### config.mk
export PLATFORM = sky130hd
export DESIGN_NAME = riscv_byp_hazard_ctrl
export DESIGN_NICKNAME = d
export VERILOG_FILES = /design/src/rtl/riscv_byp_hazard_ctrl_pkg.sv /design/src/rtl/riscv_byp_hazard_ctrl_muldiv_seq.sv /design/src/rtl/riscv_byp_hazard_ctrl.sv
export SDC_FILE = /design/constraint.sdc
export NUM_CORES = 1
export LEC_CHECK = 0
export ABC_AREA = 1
export BUFFER_PORTS_ARGS = -buffer_cell sky130_fd_sc_hd__buf_4
export CORE_MARGIN = 2
export CORE_UTILIZATION = 31
export CTS_CLUSTER_DIAMETER = 200
export DETAILED_ROUTE_END_ITERATION = 6
export GPL_TIMING_DRIVEN = 0
export SYNTH_ARGS = -nofsm -noshare
export SYNTH_HDL_FRONTEND = slang
export SYNTH_SLANG_ARGS = --single-unit
### constraint.sdc
create_clock -name clk -period 1.88 [get_ports clk]
set_clock_uncertainty 0.2 [all_clocks]
set_input_delay 0.282 -clock clk [delete_from_list [all_inputs] [get_ports clk]]
set_output_delay 0.282 -clock clk [all_outputs]
set_load 0.02 [all_outputs]
### src/rtl/riscv_byp_hazard_ctrl_pkg.sv
// Shared types for the bypass/hazard controller: operand-source codes, muldiv
// sequencer states and the per-stage scoreboard entry.
package riscv_byp_hazard_ctrl_pkg;

    localparam int unsigned REG_AW = 5;

    localparam logic [2:0] SRC_RF = 3'b000;
    localparam logic [2:0] SRC_X  = 3'b001;
    localparam logic [2:0] SRC_M  = 3'b010;
    localparam logic [2:0] SRC_W  = 3'b011;

    typedef enum logic {
        StIdle = 1'b0,
        StBusy = 1'b1
    } md_state_e;

    typedef struct packed {
        logic              val;
        logic              wen;
        logic [REG_AW-1:0] rd;
        logic              is_load;
        logic              is_muldiv;
    } sb_entry_t;

    function automatic logic sb_wr(input sb_entry_t e);
        return e.val & e.wen & (e.rd != '0);
    endfunction

    function automatic logic sb_hit(input sb_entry_t e, input logic en,
                                    input logic [REG_AW-1:0] rs);
        return en & (rs != '0) & sb_wr(e) & (e.rd == rs);
    endfunction

endpackage

### src/rtl/riscv_byp_hazard_ctrl_muldiv_seq.sv
// Request/response sequencer for the iterative muldiv unit; also reports
// whether the muldiv instruction in X must keep X held.
module riscv_byp_muldiv_seq
    import riscv_byp_hazard_ctrl_pkg::*;
(
    input  logic clk,
    input  logic reset,
    input  logic x_muldiv,
    input  logic stall_Mhl,
    input  logic muldivreq_rdy,
    input  logic muldivresp_val,
    output logic muldivreq_val,
    output logic muldivresp_rdy,
    output logic muldiv_wait
);

    md_state_e state_q, state_d;

    always_ff @(posedge clk or negedge reset) begin
        if (!reset) begin
            state_q <= StIdle;
        end else begin
            state_q <= state_d;
        end
    end

    always_comb begin
        state_d        = state_q;
        muldivreq_val  = 1'b0;
        muldivresp_rdy = 1'b0;
        muldiv_wait    = 1'b0;
        unique case (state_q)
            StIdle: begin
                muldivreq_val = x_muldiv;
                muldiv_wait   = x_muldiv;
                if (x_muldiv && muldivreq_rdy) begin
                    state_d = StBusy;
                end
            end
            StBusy: begin
                // The result can only be taken when M is free to receive it.
                muldivresp_rdy = !stall_Mhl;
                muldiv_wait    = !(muldivresp_val && !stall_Mhl);
                if (muldivresp_val && !stall_Mhl) begin
                    state_d = StIdle;
                end
            end
            default: state_d = StIdle;
        endcase
    end

endmodule

### src/rtl/riscv_byp_hazard_ctrl.sv
// Bypass/hazard controller for the 5-stage bypassing pipeline. Define
// RISCV_BYP_FULL_BYPASS_EN for full bypassing; otherwise D interlocks on any RAW.
module riscv_byp_hazard_ctrl
    import riscv_byp_hazard_ctrl_pkg::*;
#(
    parameter int unsigned NREGS = 32
) (
    input  logic                     clk,
    input  logic                     reset,
    input  logic                     inst_val_Dhl,
    input  logic                     rs1_en_Dhl,
    input  logic                     rs2_en_Dhl,
    input  logic [$clog2(NREGS)-1:0] rs1_Dhl,
    input  logic [$clog2(NREGS)-1:0] rs2_Dhl,
    input  logic [$clog2(NREGS)-1:0] rd_Dhl,
    input  logic                     rf_wen_Dhl,
    input  logic                     is_load_Dhl,
    input  logic                     is_muldiv_Dhl,
    input  logic                     squash_Dhl,
    input  logic                     dmem_stall_Mhl,
    input  logic                     muldivreq_rdy,
    input  logic                     muldivresp_val,
    output logic                     muldivreq_val,
    output logic                     muldivresp_rdy,
    output logic [2:0]               rs1_Src,
    output logic [2:0]               rs2_Src,
    output logic                     stall_Fhl,
    output logic                     stall_Dhl,
    output logic                     stall_Xhl,
    output logic                     stall_Mhl,
    output logic                     stall_Whl,
    output logic                     rf_wen_Whl,
    output logic [$clog2(NREGS)-1:0] rf_waddr_Whl
);

    sb_entry_t x_q, m_q, w_q;
    sb_entry_t x_d, m_d, w_d;
    logic      d_dead_q, d_dead_d;
    logic      muldiv_wait;
    logic      hit1_x, hit1_m, hit1_w, hit2_x, hit2_m, hit2_w;
    logic      d_hazard;
    logic      unused_fields;

    assign hit1_x = sb_hit(x_q, rs1_en_Dhl, rs1_Dhl);
    assign hit1_m = sb_hit(m_q, rs1_en_Dhl, rs1_Dhl);
    assign hit1_w = sb_hit(w_q, rs1_en_Dhl, rs1_Dhl);
    assign hit2_x = sb_hit(x_q, rs2_en_Dhl, rs2_Dhl);
    assign hit2_m = sb_hit(m_q, rs2_en_Dhl, rs2_Dhl);
    assign hit2_w = sb_hit(w_q, rs2_en_Dhl, rs2_Dhl);

`ifdef RISCV_BYP_FULL_BYPASS_EN
    always_comb begin
        rs1_Src = hit1_x ? SRC_X : hit1_m ? SRC_M : hit1_w ? SRC_W : SRC_RF;
        rs2_Src = hit2_x ? SRC_X : hit2_m ? SRC_M : hit2_w ? SRC_W : SRC_RF;
        // Loads and muldivs have no result to forward while still in X.
        d_hazard = (hit1_x | hit2_x) & (x_q.is_load | x_q.is_muldiv);
    end
`else
    always_comb begin
        rs1_Src  = SRC_RF;
        rs2_Src  = SRC_RF;
        d_hazard = hit1_x | hit1_m | hit1_w | hit2_x | hit2_m | hit2_w;
    end
`endif

    assign stall_Whl = 1'b0;
    assign stall_Mhl = dmem_stall_Mhl;
    assign stall_Xhl = stall_Mhl | muldiv_wait;
    assign stall_Dhl = inst_val_Dhl & (stall_Xhl | d_hazard);
    assign stall_Fhl = stall_Dhl;

    assign rf_wen_Whl   = sb_wr(w_q);
    assign rf_waddr_Whl = w_q.rd;

    assign unused_fields = ^{w_q.is_load, w_q.is_muldiv, x_q.is_load};

    always_comb begin
        x_d = x_q;
        if (!stall_Xhl) begin
            if (stall_Dhl || squash_Dhl || !inst_val_Dhl || d_dead_q) begin
                x_d = '0;
            end else begin
                x_d.val       = 1'b1;
                x_d.wen       = rf_wen_Dhl;
                x_d.rd        = rd_Dhl;
                x_d.is_load   = is_load_Dhl;
                x_d.is_muldiv = is_muldiv_Dhl;
            end
        end

        m_d = m_q;
        if (!stall_Mhl) begin
            m_d = stall_Xhl ? '0 : x_q;
        end

        // A held M must not be written back twice.
        w_d = stall_Mhl ? '0 : m_q;

        // A squashed D that stays in D is remembered as dead until it leaves.
        d_dead_d = d_dead_q;
        if (squash_Dhl && stall_Dhl) begin
            d_dead_d = 1'b1;
        end else if (!stall_Dhl) begin
            d_dead_d = 1'b0;
        end
    end

    always_ff @(posedge clk or negedge reset) begin
        if (!reset) begin
            x_q      <= '0;
            m_q      <= '0;
            w_q      <= '0;
            d_dead_q <= 1'b0;
        end else begin
            x_q      <= x_d;
            m_q      <= m_d;
            w_q      <= w_d;
            d_dead_q <= d_dead_d;
        end
    end

    riscv_byp_muldiv_seq u_muldiv_seq (
        .clk            (clk),
        .reset          (reset),
        .x_muldiv       (x_q.val & x_q.is_muldiv),
        .stall_Mhl      (stall_Mhl),
        .muldivreq_rdy  (muldivreq_rdy),
        .muldivresp_val (muldivresp_val),
        .muldivreq_val  (muldivreq_val),
        .muldivresp_rdy (muldivresp_rdy),
        .muldiv_wait    (muldiv_wait)
    );

endmodule

==> impl_metrics.json <==
{
  "yosysTopAreaCell": "dfrtp_1",
  "start_util_pct": 32.7,
  "synth_seq_cells": 24,
  "worst_slew_pin_slew_ps": 1320,
  "synthFlopType": "dfrtp_1",
  "yosysSeqAreaShare_pct": 38.2,
  "syn-instance-count": 209,
  "final-instance-count-excl-fill": 336,
  "dieArea_um2": 5660,
  "path_depth": 12,
  "overflow": 0,
  "crit_buf_inv": 3,
  "max-vdd-ir-drop_mv": 0.272,
  "first_global_vias": 1270,
  "synth_edf_count": 0,
  "wl_met3_um": 140,
  "cts_tree": "done",
  "setup_slack_ps": -317,
  "fin_util_pct": 47.4,
  "cts.sinks": 24,
  "slew_viol_final": 0,
  "h-tree-depth": 1,
  "period_share_pct": 117,
  "path_common_cell": "nand2_1",
  "postSynthAreaPerCell_um2": 7.53,
  "drc": 0,
  "dp_cells": 318,
  "grt_pass1_wl_um": 5750,
  "port_buffers": 36,
  "relSlewSlack_pct": 11.6,
  "synth_cell_types": 26,
  "yosysMostFrequentCell": "nand2_1",
  "crit_family": "simple AND/OR/NAND/NOR gates",
  "hold_class": "in2reg",
  "clk_latency_ps": 260,
  "die_w_um": 75.3,
  "ys_top_cells_by_count": "nand2_1, nor2_1, dfrtp_1, inv_1, nand3_1",
  "violations": "negative setup slack",
  "hold_path_depth": 2,
  "power_density_nw_per_um2": 587,
  "synth_area_leaders": "dfrtp_1, nand2_1, xor2_1",
  "power.leakage_nw": 1.20,
  "grt_max_degree": 25,
  "finalHoldViolCount": 0,
  "period_needed_ps": 2200,
  "critical_path.max_stage_delay_ps": 450,
  "root_buffer": "clkbuf_8",
  "r2r.worst_path.cells": 15,
  "synth-async-reset-ratio_pct": 100,
  "ys.warnings.count": 0,
  "antenna_found_initial": 0,
  "m1WireLength_um": 1730,
  "dr_total_vias": 1404,
  "routed_wl_um": 3650,
  "worst-path-max-fanout": 4,
  "coreArea_um2": 4820,
  "path_cells": "nor2_2 -> nand3_1 -> nand2_1 -> inv_2 -> nand3_2 -> nand2_1 -> nand2_1 -> nand2_2 -> nor2_4 -> nor2_4 -> buf_6 -> buf_6",
  "layout.nets": 297,
  "maxCapViolCount": 0,
  "rows": 25,
  "cp.required_ps": 1400,
  "wl_met2_um": 1770,
  "start_kind": "flip-flop",
  "io_pins": 46,
  "area_growth_pct": 45.0,
  "drtPass1Iterations": 3,
  "ant_nets": 0,
  "cts_inserted_buffers": 3,
  "outcome": "finished, violations left",
  "crit_path_end_kind": "output pin",
  "arrival_ps": 1720,
  "dp_hpwl_um": 2730,
  "highest_layer": "met3",
  "clk_path_buf_depth": 2,
  "crit_slowest_cell": "dfrtp_2",
  "pre_cts_slack_ps": -286,
  "synth_top_area_share_pct": 38.2,
  "fp.dieH_um": 75.3,
  "gp_congestion": 0.797,
  "setup_violations": 12,
  "rsz0062_at_grt": "true",
  "drt-initial-drc-count": 47,
  "fmax_mhz": 455,
  "wl_per_cell_um": 10.9,
  "cts.clk_slew.worst_paths_ps": 80,
  "vias_per_cell": 4.18,
  "synthesis.area_um2": 1570,
  "antenna_cells": 0,
  "drive_above_1_share_pct": 40.9,
  "path_class": "reg2out",
  "track_usage_pct": 13.2
}
## final timing paths
path                                            from                             end  slack, ps
setup / recovery           rf_waddr_Whl[0]$_DFF_PN0_                       stall_Fhl       -320
hold / removal                         muldivreq_rdy  u_muldiv_seq.state_q$_DFF_PN0_         20
setup reg to reg                  x_q[2]$_DFFE_PN0N_              x_q[3]$_DFFE_PN0N_       -260
hold reg to reg                   x_q[0]$_DFFE_PN0N_              x_q[0]$_DFFE_PN0N_        310
max in group asynchronous                      reset              m_q[3]$_DFFE_PN0N_        990
min in group asynchronous                      reset              x_q[4]$_DFFE_PN0N_        240
## metrics by stage
stage / power [mW] / instance area [µm²] / setup TNS (ps) / hold WS [ps]
5_1_grt: 1.43 / 2280 / -4380 / 27.2
3_5_place_dp: 0.928 / 1960 / -477 / -2.05
3_3_place_gp: 0.924 / 1960 / -500 / -3.41
6_report: 1.34 / 2280 / -2800 / 19.9
2_1_floorplan: 0.805 / 1610 / 0 / -214
4_1_cts: 1.29 / 2090 / -758 / 14.8
## power by group
| group | leakage [nW] | internal (mW) | switching (mW) |
|---|---|---|---|
| Clock | 0.0288 | 0.187 | 0.158 |
| Sequential | 0.316 | 0.554 | 0.0435 |
| Combinational | 0.859 | 0.200 | 0.197 |
## worst register-to-register path, cell delays in order (launching register included)
cell and delay (ps):
dfrtp_2 450, xnor2_1 170, nand2_1 80, nor2_2 120, nand3_2 70, nand2_2 70, nand2_1 60, nand2_2 70
nor2_4 50, buf_4 130, buf_6 100, buf_6 100, buf_6 110, clkbuf_16 140, nand3_2 60, nand2_2 50
## layout make-up
type | count | area [µm²]
Buffer | 15 | 120
Fill cell | 502 | 2530
Multi-Input combinational cell | 147 | 866
Sequential cell | 24 | 609
Tap cell | 67 | 83.8
Inverter | 28 | 115
Clock buffer | 4 | 55.1
Timing Repair Buffer | 51 | 433
## routing by layer
metal,GRT usage [%],vias up
met1,18.9,634
met2,21.4,33
met3,1.34,0
li1,-,737
met5,0,-
met4,3.31,0
## cell usage in the layout (no fill, tap or decap)
cell,count
xnor2_1,11
nor2_2,4
xor2_1,15
clkinv_2,2
xnor2_2,1
a21o_1,1
inv_1,21
nand3b_1,1
nand3_2,11
conb_1,7
inv_2,4
nor3_4,1
dlygate4sd3_1,1
nor2_1,26
clkbuf_16,1
o21ai_0,3
clkbuf_8,4
dfrtp_1,17
dfrtp_2,7
nand2_1,42
a21oi_4,1
nand3_1,6
buf_4,55
nand2_2,7
nor3_1,2
nor2_4,2
nand4_1,1
inv_8,1
o21ai_1,1
buf_8,1
buf_6,8
o22ai_1,4
## timing repair
action | CTS | global route
cloned | 0 | 1
pin swaps | 11 | 9
hold buffers | 1 | 0
endpoints found under the hold margin | 24 | 0
endpoints found under the setup margin | 3 | 13
buffers inserted | 4 | 9
gates resized for setup | 11 | 34
## flip-flops by register name, indices dropped and copies added (netlist names)
register,cells
w_q,2
m_q,7
rf_waddr_Whl,5
d_dead_q,1
x_q,8
u_muldiv_seq.state_q,1
## kinds of logic after synthesis
logic type / after synthesis / share of synthesized area, %
simple gates: 103 / 28.2
other cells: 1 / 0.238
compound gates: 10 / 3.89
flops: 24 / 38.2
xor+xnor: 27 / 15.0
buf+inv: 44 / 14.5
No activity file was read; power rests on OpenSTA's default activity.
